<file path="config.mk">
export PLATFORM = sky130hd
export DESIGN_NAME = ripple_count_sampler
export DESIGN_NICKNAME = d
export VERILOG_FILES = /design/src/rtl/ripple_pkg.sv /design/src/rtl/bit_sync.sv /design/src/rtl/ripple_count_sampler.sv
export SDC_FILE = /design/constraint.sdc
export NUM_CORES = 1
export LEC_CHECK = 0
export CAP_MARGIN = 10
export CORE_MARGIN = 4
export CORE_UTILIZATION = 35
export DETAILED_ROUTE_END_ITERATION = 16
export GPL_ROUTABILITY_DRIVEN = 0
export PLACE_DENSITY_LB_ADDON = 0.1
export SKIP_CTS_REPAIR_TIMING = 1
export SLEW_MARGIN = 20
export SYNTH_ARGS = -nofsm -noshare
export SYNTH_HDL_FRONTEND = slang
export SYNTH_HIERARCHICAL = 1
export SYNTH_SLANG_ARGS = --single-unit
export TNS_END_PERCENT = 20
</file>
<file path="constraint.sdc">
create_clock -name clock -period 5.5 [get_ports clock]
set_clock_uncertainty 0.2 [all_clocks]
set_input_delay 0.55 -clock clock [delete_from_list [all_inputs] [get_ports clock]]
set_output_delay 0.55 -clock clock [all_outputs]
set_load 0.02 [all_outputs]
</file>
<file path="src/rtl/ripple_pkg.sv">
// ----------------------------------------------------------------------------
// ripple_pkg
// Shared definitions for the ripple counter sampler:
//   CNT_W_DEF     default width of the asynchronous ripple counter input
//   snap_state_e  encoding of the snapshot handshake state machine
// ----------------------------------------------------------------------------
package ripple_pkg;

  localparam int CNT_W_DEF = 4;

  typedef enum logic {
    SNAP_IDLE = 1'b0,
    SNAP_HOLD = 1'b1
  } snap_state_e;

endpackage : ripple_pkg

</file>
<file path="src/rtl/bit_sync.sv">
// ----------------------------------------------------------------------------
// bit_sync
// Per-bit multi-flop synchroniser. Each bit of i_d is passed independently
// through STAGES flops. Bits are not kept coherent with each other; the
// consumer must filter out skewed combinations.
// Ports:
//   clock    in   1      destination clock
//   reset_n  in   1      asynchronous active-low reset, clears the chain
//   i_d      in   WIDTH  asynchronous input bits
//   o_q      out  WIDTH  synchronised bits (last stage)
// ----------------------------------------------------------------------------
module bit_sync #(
  parameter int WIDTH  = 4,
  parameter int STAGES = 2
) (
  input  logic             clock,
  input  logic             reset_n,
  input  logic [WIDTH-1:0] i_d,
  output logic [WIDTH-1:0] o_q
);

  logic [STAGES-1:0][WIDTH-1:0] r_chain;

  // NOTE: non-blocking assignments make every stage sample the previous
  // stage's old value; blocking ones would collapse the chain into one flop.
  always_ff @(posedge clock or negedge reset_n) begin
    if (!reset_n) begin
      r_chain <= '0;
    end else begin
      r_chain[0] <= i_d;
      for (int i = 1; i < STAGES; i++) begin
        r_chain[i] <= r_chain[i-1];
      end
    end
  end

  assign o_q = r_chain[STAGES-1];

endmodule : bit_sync

</file>
<file path="src/rtl/ripple_count_sampler.sv">
// ----------------------------------------------------------------------------
// ripple_count_sampler
// Samples a free-running asynchronous ripple counter, drops intermediate
// ripple values, and extends the count into a wide accumulator. A snapshot
// of the accumulator is offered over a valid/ready handshake.
// Ports:
//   clock       in   1      system clock
//   reset_n     in   1      asynchronous active-low reset
//   cnt_in      in   CNT_W  raw ripple counter value
//   clr         in   1      synchronous clear of ext_count and ovf
//   snap_req    in   1      request to capture ext_count
//   snap_ready  in   1      consumer ready for snap_data
//   snap_valid  out  1      snapshot available
//   snap_data   out  EXT_W  captured ext_count
//   ext_count   out  EXT_W  live extended count
//   wrap_pulse  out  1      accepted counter value wrapped past zero
//   snap_drop   out  1      snap_req ignored because a snapshot was pending
//   ovf         out  1      sticky accumulator overflow
// ----------------------------------------------------------------------------
module ripple_count_sampler
  import ripple_pkg::*;
#(
  parameter int CNT_W       = CNT_W_DEF,
  parameter int EXT_W       = 16,
  parameter int SYNC_STAGES = 2
) (
  input  logic             clock,
  input  logic             reset_n,
  input  logic [CNT_W-1:0] cnt_in,
  input  logic             clr,
  input  logic             snap_req,
  input  logic             snap_ready,
  output logic             snap_valid,
  output logic [EXT_W-1:0] snap_data,
  output logic [EXT_W-1:0] ext_count,
  output logic             wrap_pulse,
  output logic             snap_drop,
  output logic             ovf
);

  logic [CNT_W-1:0]   w_s;
  logic [CNT_W-1:0]   r_p;
  logic [CNT_W-1:0]   r_acc;
  logic               r_init;
  logic [SYNC_STAGES:0] r_fill;
  logic [EXT_W-1:0]   r_ext;
  logic               r_ovf;
  logic               r_wrap;
  logic               w_accept;
  logic [CNT_W-1:0]   w_diff;
  logic [EXT_W:0]     w_sum;

  snap_state_e        r_state;
  snap_state_e        w_state_nxt;
  logic               w_capture;
  logic [EXT_W-1:0]   r_snap_data;
  logic               r_drop;

  bit_sync #(
    .WIDTH  (CNT_W),
    .STAGES (SYNC_STAGES)
  ) u_sync (
    .clock   (clock),
    .reset_n (reset_n),
    .i_d     (cnt_in),
    .o_q     (w_s)
  );

  // r_fill marks which pipeline positions hold real samples since reset.
  // Without it the all-zero reset contents of s and p would look like a
  // stable value 0 and be taken as the baseline.
  assign w_accept = r_fill[SYNC_STAGES] && (w_s == r_p);

  // Modulo-2^CNT_W distance travelled since the last accepted value.
  assign w_diff = w_s - r_acc;
  assign w_sum  = {1'b0, r_ext} + {{(EXT_W+1-CNT_W){1'b0}}, w_diff};

  always_ff @(posedge clock or negedge reset_n) begin
    if (!reset_n) begin
      r_p    <= '0;
      r_acc  <= '0;
      r_init <= 1'b0;
      r_fill <= '0;
      r_ext  <= '0;
      r_ovf  <= 1'b0;
      r_wrap <= 1'b0;
    end else begin
      r_p    <= w_s;
      r_fill <= {r_fill[SYNC_STAGES-1:0], 1'b1};
      r_wrap <= 1'b0;
      if (clr) begin
        // Re-baseline on the current sample so nothing is counted across
        // the clear; an accept in this cycle is discarded.
        r_ext <= '0;
        r_ovf <= 1'b0;
        r_acc <= w_s;
      end else if (w_accept) begin
        r_acc <= w_s;
        if (!r_init) begin
          r_init <= 1'b1;
        end else begin
          r_ext  <= w_sum[EXT_W-1:0];
          r_wrap <= (w_s < r_acc);
          if (w_sum[EXT_W]) begin
            r_ovf <= 1'b1;
          end
        end
      end
    end
  end

  // Snapshot handshake: next-state logic.
  // NOTE: every signal gets its default before the case so no path leaves
  // it unassigned, which would otherwise infer a latch.
  always_comb begin
    w_state_nxt = r_state;
    w_capture   = 1'b0;
    unique case (r_state)
      SNAP_IDLE: begin
        if (snap_req) begin
          w_state_nxt = SNAP_HOLD;
          w_capture   = 1'b1;
        end
      end
      SNAP_HOLD: begin
        if (snap_ready) begin
          w_state_nxt = SNAP_IDLE;
        end
      end
    endcase
  end

  always_ff @(posedge clock or negedge reset_n) begin
    if (!reset_n) begin
      r_state     <= SNAP_IDLE;
      r_snap_data <= '0;
      r_drop      <= 1'b0;
    end else begin
      r_state <= w_state_nxt;
      // r_ext here is the value before any same-cycle accumulator update.
      if (w_capture) begin
        r_snap_data <= r_ext;
      end
      r_drop <= snap_req && (r_state == SNAP_HOLD);
    end
  end

  assign snap_valid = (r_state == SNAP_HOLD);
  assign snap_data  = r_snap_data;
  assign ext_count  = r_ext;
  assign wrap_pulse = r_wrap;
  assign snap_drop  = r_drop;
  assign ovf        = r_ovf;

endmodule : ripple_count_sampler

</file>
==> reports/results.tsv, run 1 <==
metric	value	unit
status	finished clean	
cp_slowest_cell	fa_1	
yosysSeqAreaShare	0.5691	
num_antenna_cells	0	
grt_max_degree	57	
synth_seq_cells	56	
yosysTopAreaCell	dfrtp_1	
p_leak	1.427	nW
via_per_inst	4.657	
finalHoldViolations	0	
syn_inst	203	
firstDrtPassIters	4	
ios	45	
layout_setup_ws	2.515	ns
fin_crit_sh	0.5426	
grt_use_total	0.1184	
port_buffers	44	
grt_pass1_wl	8017	um
worst_hold_path_type	in2async	
dp.cells	336	
grt_antenna_before_repair	0	
start_util	0.3604	
syn_nets	223	
path_clk_slew	0.10	ns
synth_cell_type_count	37	
htree_levels	2	
fill_cells	673	
p_total	0.8836	mW
r2r_slack	2.52	ns
post-route-cell-area	0.003132	mm2
drc	0	
crit_required	5.54	ns
crit_path_cell_trace	inv_1 -> ha_1 -> inv_1 -> fa_1 -> fa_1 -> and3_1 -> a211oi_1 -> nand4bb_1 -> xnor2_1 -> nor2b_1	
worstSetupPathType	reg2reg	
first_global_vias	1627	
clk_latency	0.30	ns
pre_cts_ws	2.521	ns
slew_headroom	0.5118	
synth.area.top_cells	dfrtp_1 (57%), mux2_2 (8.2%), ha_1 (4.6%)	
root_buffer	clkbuf_8	
final_util	0.4584	
die_h	91.88	um
fin_setup_tns	0	ns
powerDensity	282.1	mW/mm2
setup_violations	0	
cts_tree	yes	
drive_gt1_frac	0.1290	
vias	1602	
worstPathMaxFanout	3	
hold_slack	0.1568	ns
synthToLayoutAreaGrowth	27.18	%
cap_violations	0	
critPathLaunchType	register	
postRouteAntennaNets	0	
synthArstFlopShare	1.000	
fmax	0.3351	GHz
dp_hpwl	3217	um
synth_ff_type	dfrtp_1	
synth_area	0.002462	mm2
post-route-min-period	2.985	ns
wl_per_cell	12.97	um
ir_drop	0.0001425	V
worstMarginPinSlew	0.7305	ns
cts-buffers-inserted	5	
crit_path_end_kind	register	
cts_sinks	56	
core_area	0.006832	mm2
slowest_delay	0.48	ns
clockBufferDepth	2	
gr-total-overflow	0	
die_area	0.008441	mm2
fin_nets	267	
cp_data_arrival_time	3.02	ns
ys_warn_count	6	
first_iter_violations	80	
synth-edff-count	0	
placed_cell_area	0.002973	mm2
drt-total-wl	4462	um
syn_avg_cell_area	12.13	um2
slew_viol_final	0	
rsz0062_at_grt	no	
rows	30	
synth_top_cell_area_share	0.5691	
die_w	91.88	um
stdcell_count	344	
cells in the mapped netlist, types with 2 or more instances:
library cell,instances
nand3b_1,2
and3_1,5
o22ai_1,2
mux2_2,18
o21bai_1,2
nand3_1,6
a21oi_1,10
buf_4,5
nor3_1,2
nor2b_1,4
nand2_1,12
nor2_1,7
a21o_1,2
dfrtp_1,56
inv_1,10
or3_1,5
or4_1,3
o21ai_0,11
xor2_1,5
mux2i_1,3
fa_1,2
ha_1,9
clkbuf_1,3
xnor2_1,6
worst max-delay path: cells and delay by family (launching register included):
family          cells  cell delay (ns)
compound gates      1             0.38
flops               1             0.40
buf+inv             2             0.16
fa+ha+maj           3             1.08
xor+xnor            1             0.13
simple gates        3             0.58
where the power goes:
group	switching (mW)	total (mW)	internal [mW]
Sequential	0.00715	0.432	0.425
Combinational	0.0522	0.0937	0.0415
Clock	0.130	0.358	0.228
Total	0.190	0.884	0.694
sequential cells by signal (all words and copies together) (netlist names):
signal and count:
r_init 1, ovf 1, wrap_pulse 1, u_sync/o_q 4, ext_count 16, snap_valid 1, r_acc 4, r_fill 3
r_p 4, snap_drop 1, u_sync/r_chain 4, snap_data 16
cells in the final DEF (no fill, tap or decap), drive strengths merged:
master	instances
nor3	2
buf	3
or3	5
a211oi	1
clkdlybuf4s50	43
nor2b	4
xnor2	6
xor2	5
nand3	6
bufinv	3
fa	2
ha	9
nand2b	1
nor2	7
a21o	2
and2	1
and3	5
or4	3
nand4b	1
nand4bb	1
mux2	18
and4	1
nand4	1
or3b	1
mux2i	3
a21oi	10
o21ai	11
conb	1
nand2	13
o22ai	2
dfrtp	56
inv	10
nand3b	2
o21bai	2
o211a	1
clkbuf	5
a2111oi	1
logic make-up (layout without fill, tap and decap cells):
family / Yosys count / count (layout) / share of synthesized area
AO/OA/AOI/OAI: 30 / 30 / 0.07063
XOR/XNOR: 11 / 11 / 0.03913
adder cells (fa/ha/maj): 11 / 11 / 0.06199
buffers and inverters: 19 / 64 / 0.03964
flip-flops: 56 / 56 / 0.5691
multiplexers: 21 / 21 / 0.09451
other: 1 / 1 / 0.001523
AND/OR/NAND/NOR: 54 / 54 / 0.1235
area by class of cell:
cell class / count / area (um2) / area share
multi-input cells: 128 / 963.4 / 0.3076
clock inverters: 3 / 90.09 / 0.02877
repair buffers: 46 / 450.4 / 0.1438
flip-flops and latches: 56 / 1401 / 0.4475
well taps: 96 / 120.1 / 0.03835
clock buffers: 5 / 68.82 / 0.02197
inverters: 10 / 37.54 / 0.01199
path summary, 6_finish.rpt:
| kind | startpoint | to | cells after the start |
|---|---|---|---|
| max in group asynchronous | reset_n | snap_data[9] | 2 |
| min in group clock | r_fill[0] | r_fill[1] | 0 |
| min | reset_n | snap_valid | 2 |
| min reg2reg | r_fill[0] | r_fill[1] | 0 |
| max | u_sync/o_q[0] | ext_count[8] | 10 |
| max reg2reg | u_sync/o_q[0] | ext_count[8] | 10 |
layer usage:
layer / GRT usage / vias up / routed length [um]
met1: 0.1565 / 785 / 2062
met3: 0.02953 / 2 / 203
met4: 0.03713 / 0 / 31
met5: 0 / - / 0
li1: - / 784 / -
met2: 0.1910 / 31 / 2165
(Power assumes the default switching activity.)
==> inputs of run 2 (changes only) <==
==> constraint.sdc (replaced) <==
create_clock -name clock -period 2.7 [get_ports clock]
set_clock_uncertainty 0.2 [all_clocks]
set_input_delay 0.27 -clock clock [delete_from_list [all_inputs] [get_ports clock]]
set_output_delay 0.27 -clock clock [all_outputs]
set_load 0.02 [all_outputs]
==> reports/results.tsv, run 2 (synthesized netlist as in run 1, its figures left out) <==
metric	value	unit	change
postRouteAntennaNets	0		unchanged
p_leak	1.476	nW	+3.5%
cts_sinks	56		unchanged
crit_path_cell_trace	inv_2 -> ha_4 -> inv_2 -> fa_2 -> xor2_2 -> ha_1 -> nand3_2 -> o22ai_4 -> nand3b_1 -> or3_1 -> a21oi_1		
crit_path_end_kind	register		
port_buffers	44		unchanged
p_int	1.159	mW	+67%
path_clk_slew	0.09	ns	about the same
fin_nets	280		+4.9%
ir_drop	0.0002941	V	+110%
drc	0		unchanged
firstDrtPassIters	4		unchanged
grt_antenna_before_repair	0		unchanged
reg2reg_from	u_sync/o_q[0]		
clockBufferDepth	2		unchanged
worstSetupPathType	reg2reg		
grt_max_degree	32		-44%
hold_path_end	u_sync/o_q[1]		
final_common_cell	dfrtp_1		
placed_cell_area	0.003037	mm2	+2.1%
final_cell_mix	dfrtp_1 (55), clkdlybuf4s50_1 (43), mux2_2 (18), buf_4 (13), nand2_1 (12)		
crit_required	2.73	ns	-2.81 ns
cap_violations	0		unchanged
die_h	91.88	um	unchanged
drive_gt1_frac	0.2423		+0.1133
clk_latency	0.30	ns	about the same
fill_cells	671		-0.30%
worst_hold_path_type	reg2reg		
finalHoldViolations	0		unchanged
top_layer_used	met4		
slowest_delay	0.41	ns	-0.07 ns
worstMarginPinSlew	0.7064	ns	-0.02404 ns
slew_viol_final	0		unchanged
r2r_end	ext_count[15]		
synthToLayoutAreaGrowth	33.43	%	
ios	45		unchanged
r2r_slack	-0.09	ns	-2.60 ns
post-route-cell-area	0.003286	mm2	+4.9%
pwr-share-comb	0.157		+0.051
violations	negative setup slack		
register_area	0.001403	mm2	about the same
rr_worst_depth	11		+1
start_util	0.3604		unchanged
powerDensity	473.2	mW/mm2	+68%
first_iter_violations	40		-50%
wl_per_cell	13.69	um	+5.5%
fin_setup_tns	-0.4655	ns	-0.4655 ns
grt_use_total	0.1182		-0.0001219
gr-total-overflow	0		unchanged
core_area	0.006832	mm2	unchanged
power.switching	0.3956	mW	+110%
post-route-min-period	2.786	ns	-0.1983 ns
wl_met2	2395	um	+11%
slew_headroom	0.5279		+0.01607
critPathLaunchType	register		
fin_crit_sh	1.032		+0.4893
cp_common_cell	inv_2		
rows	30		unchanged
die_w	91.88	um	unchanged
vias	1692		+5.6%
multi_input_area	0.001085	mm2	+13%
switching_share	0.2544		+0.03962
setup_violations	9		+9
root_buffer	clkbuf_8		
status	finished with violations		
worstPathMaxFanout	5		+2
met1Wirelength	2248	um	+9.0%
clkPwrFrac	0.276		-0.129
via_per_inst	4.753		+2.1%
holdCritStartpoint	u_sync/r_chain[1]		
power_frac_seq	0.566		+0.077
cp_data_arrival_time	2.81	ns	-0.21 ns
die_area	0.008441	mm2	unchanged
cp_slowest_cell	dfrtp_1		
cts_tree	yes		
htree_levels	2		unchanged
layout_setup_ws	-0.08632	ns	-2.602 ns
holdPathStages	0		
cts-buffers-inserted	5		unchanged
fmax	0.3589	GHz	+7.1%
first_global_vias	1643		+0.98%
rsz0062_at_grt	yes		
pre_cts_ws	-0.1438	ns	-2.664 ns
num_antenna_cells	0		unchanged
dp_hpwl	3436	um	+6.8%
met3_length	187	um	-7.9%
grt_pass1_wl	8038	um	+0.26%
drt-total-wl	4872	um	+9.2%
-- run 2: worst max-delay path by stage --
stage,start,endpoint,slack (ns),depth (start not counted)
floorplan,u_sync/o_q[0],ext_count[14],-0.05,12
global placement,u_sync/o_q[1],ext_count[14],-0.07,10
detailed placement,u_sync/o_q[0],ext_count[14],-0.14,11
CTS,u_sync/o_q[0],ext_count[14],-0.15,11
global route,u_sync/o_q[0],ext_count[14],-0.19,11
finish,u_sync/o_q[0],ext_count[15],-0.09,11
-- run 2: critical path, delay by kind of cell (launching register included) --
kind / cells / cell delay, ns
adder cells (fa/ha/maj): 3 / 0.85
AND/OR/NAND/NOR: 3 / 0.59
flip-flops: 1 / 0.41
buffers and inverters: 2 / 0.12
XOR/XNOR: 1 / 0.16
AO/OA/AOI/OAI: 2 / 0.40
-- run 2: power groups by stage --
stage / sequential (mW) / combinational [mW] / clock, mW
after CTS: 0.880 / 0.215 / 0.454
after global placement: 0.896 / 0.211 / 0
after global routing: 0.884 / 0.273 / 0.479
after floorplan: 0.900 / 0.126 / 0
final: 0.880 / 0.245 / 0.429
after detailed placement: 0.897 / 0.213 / 0
-- run 2: metal layers --
metal / global-route usage / up-vias
met1: 0.1517 / 843
met2: 0.1989 / 38
li1: - / 807
met5: 0 / -
met4: 0.03713 / 0
met3: 0.02625 / 4
-- run 2: layout make-up --
cell class | instances | share of cell area
Sequential cell | 56 | 0.4269
Inverter | 10 | 0.01142
Timing Repair Buffer | 59 | 0.1714
Tap cell | 96 | 0.03656
Clock inverter | 1 | 0.001523
Multi-Input combinational cell | 128 | 0.3302
Clock buffer | 6 | 0.02209
-- run 2: through the flow --
stage | std cells | hold WS [ns] | total power, mW | util
after CTS | 348 | -0.2140 | 1.549 | 0.4559
final | 356 | 0.1532 | 1.555 | 0.4810
after floorplan | 203 | -0.2256 | 1.027 | -
after global routing | 356 | 0.1646 | 1.637 | 0.4810
after detailed placement | 341 | 0.1231 | 1.110 | 0.4445
after global placement | 341 | 0.1188 | 1.107 | 0.4445
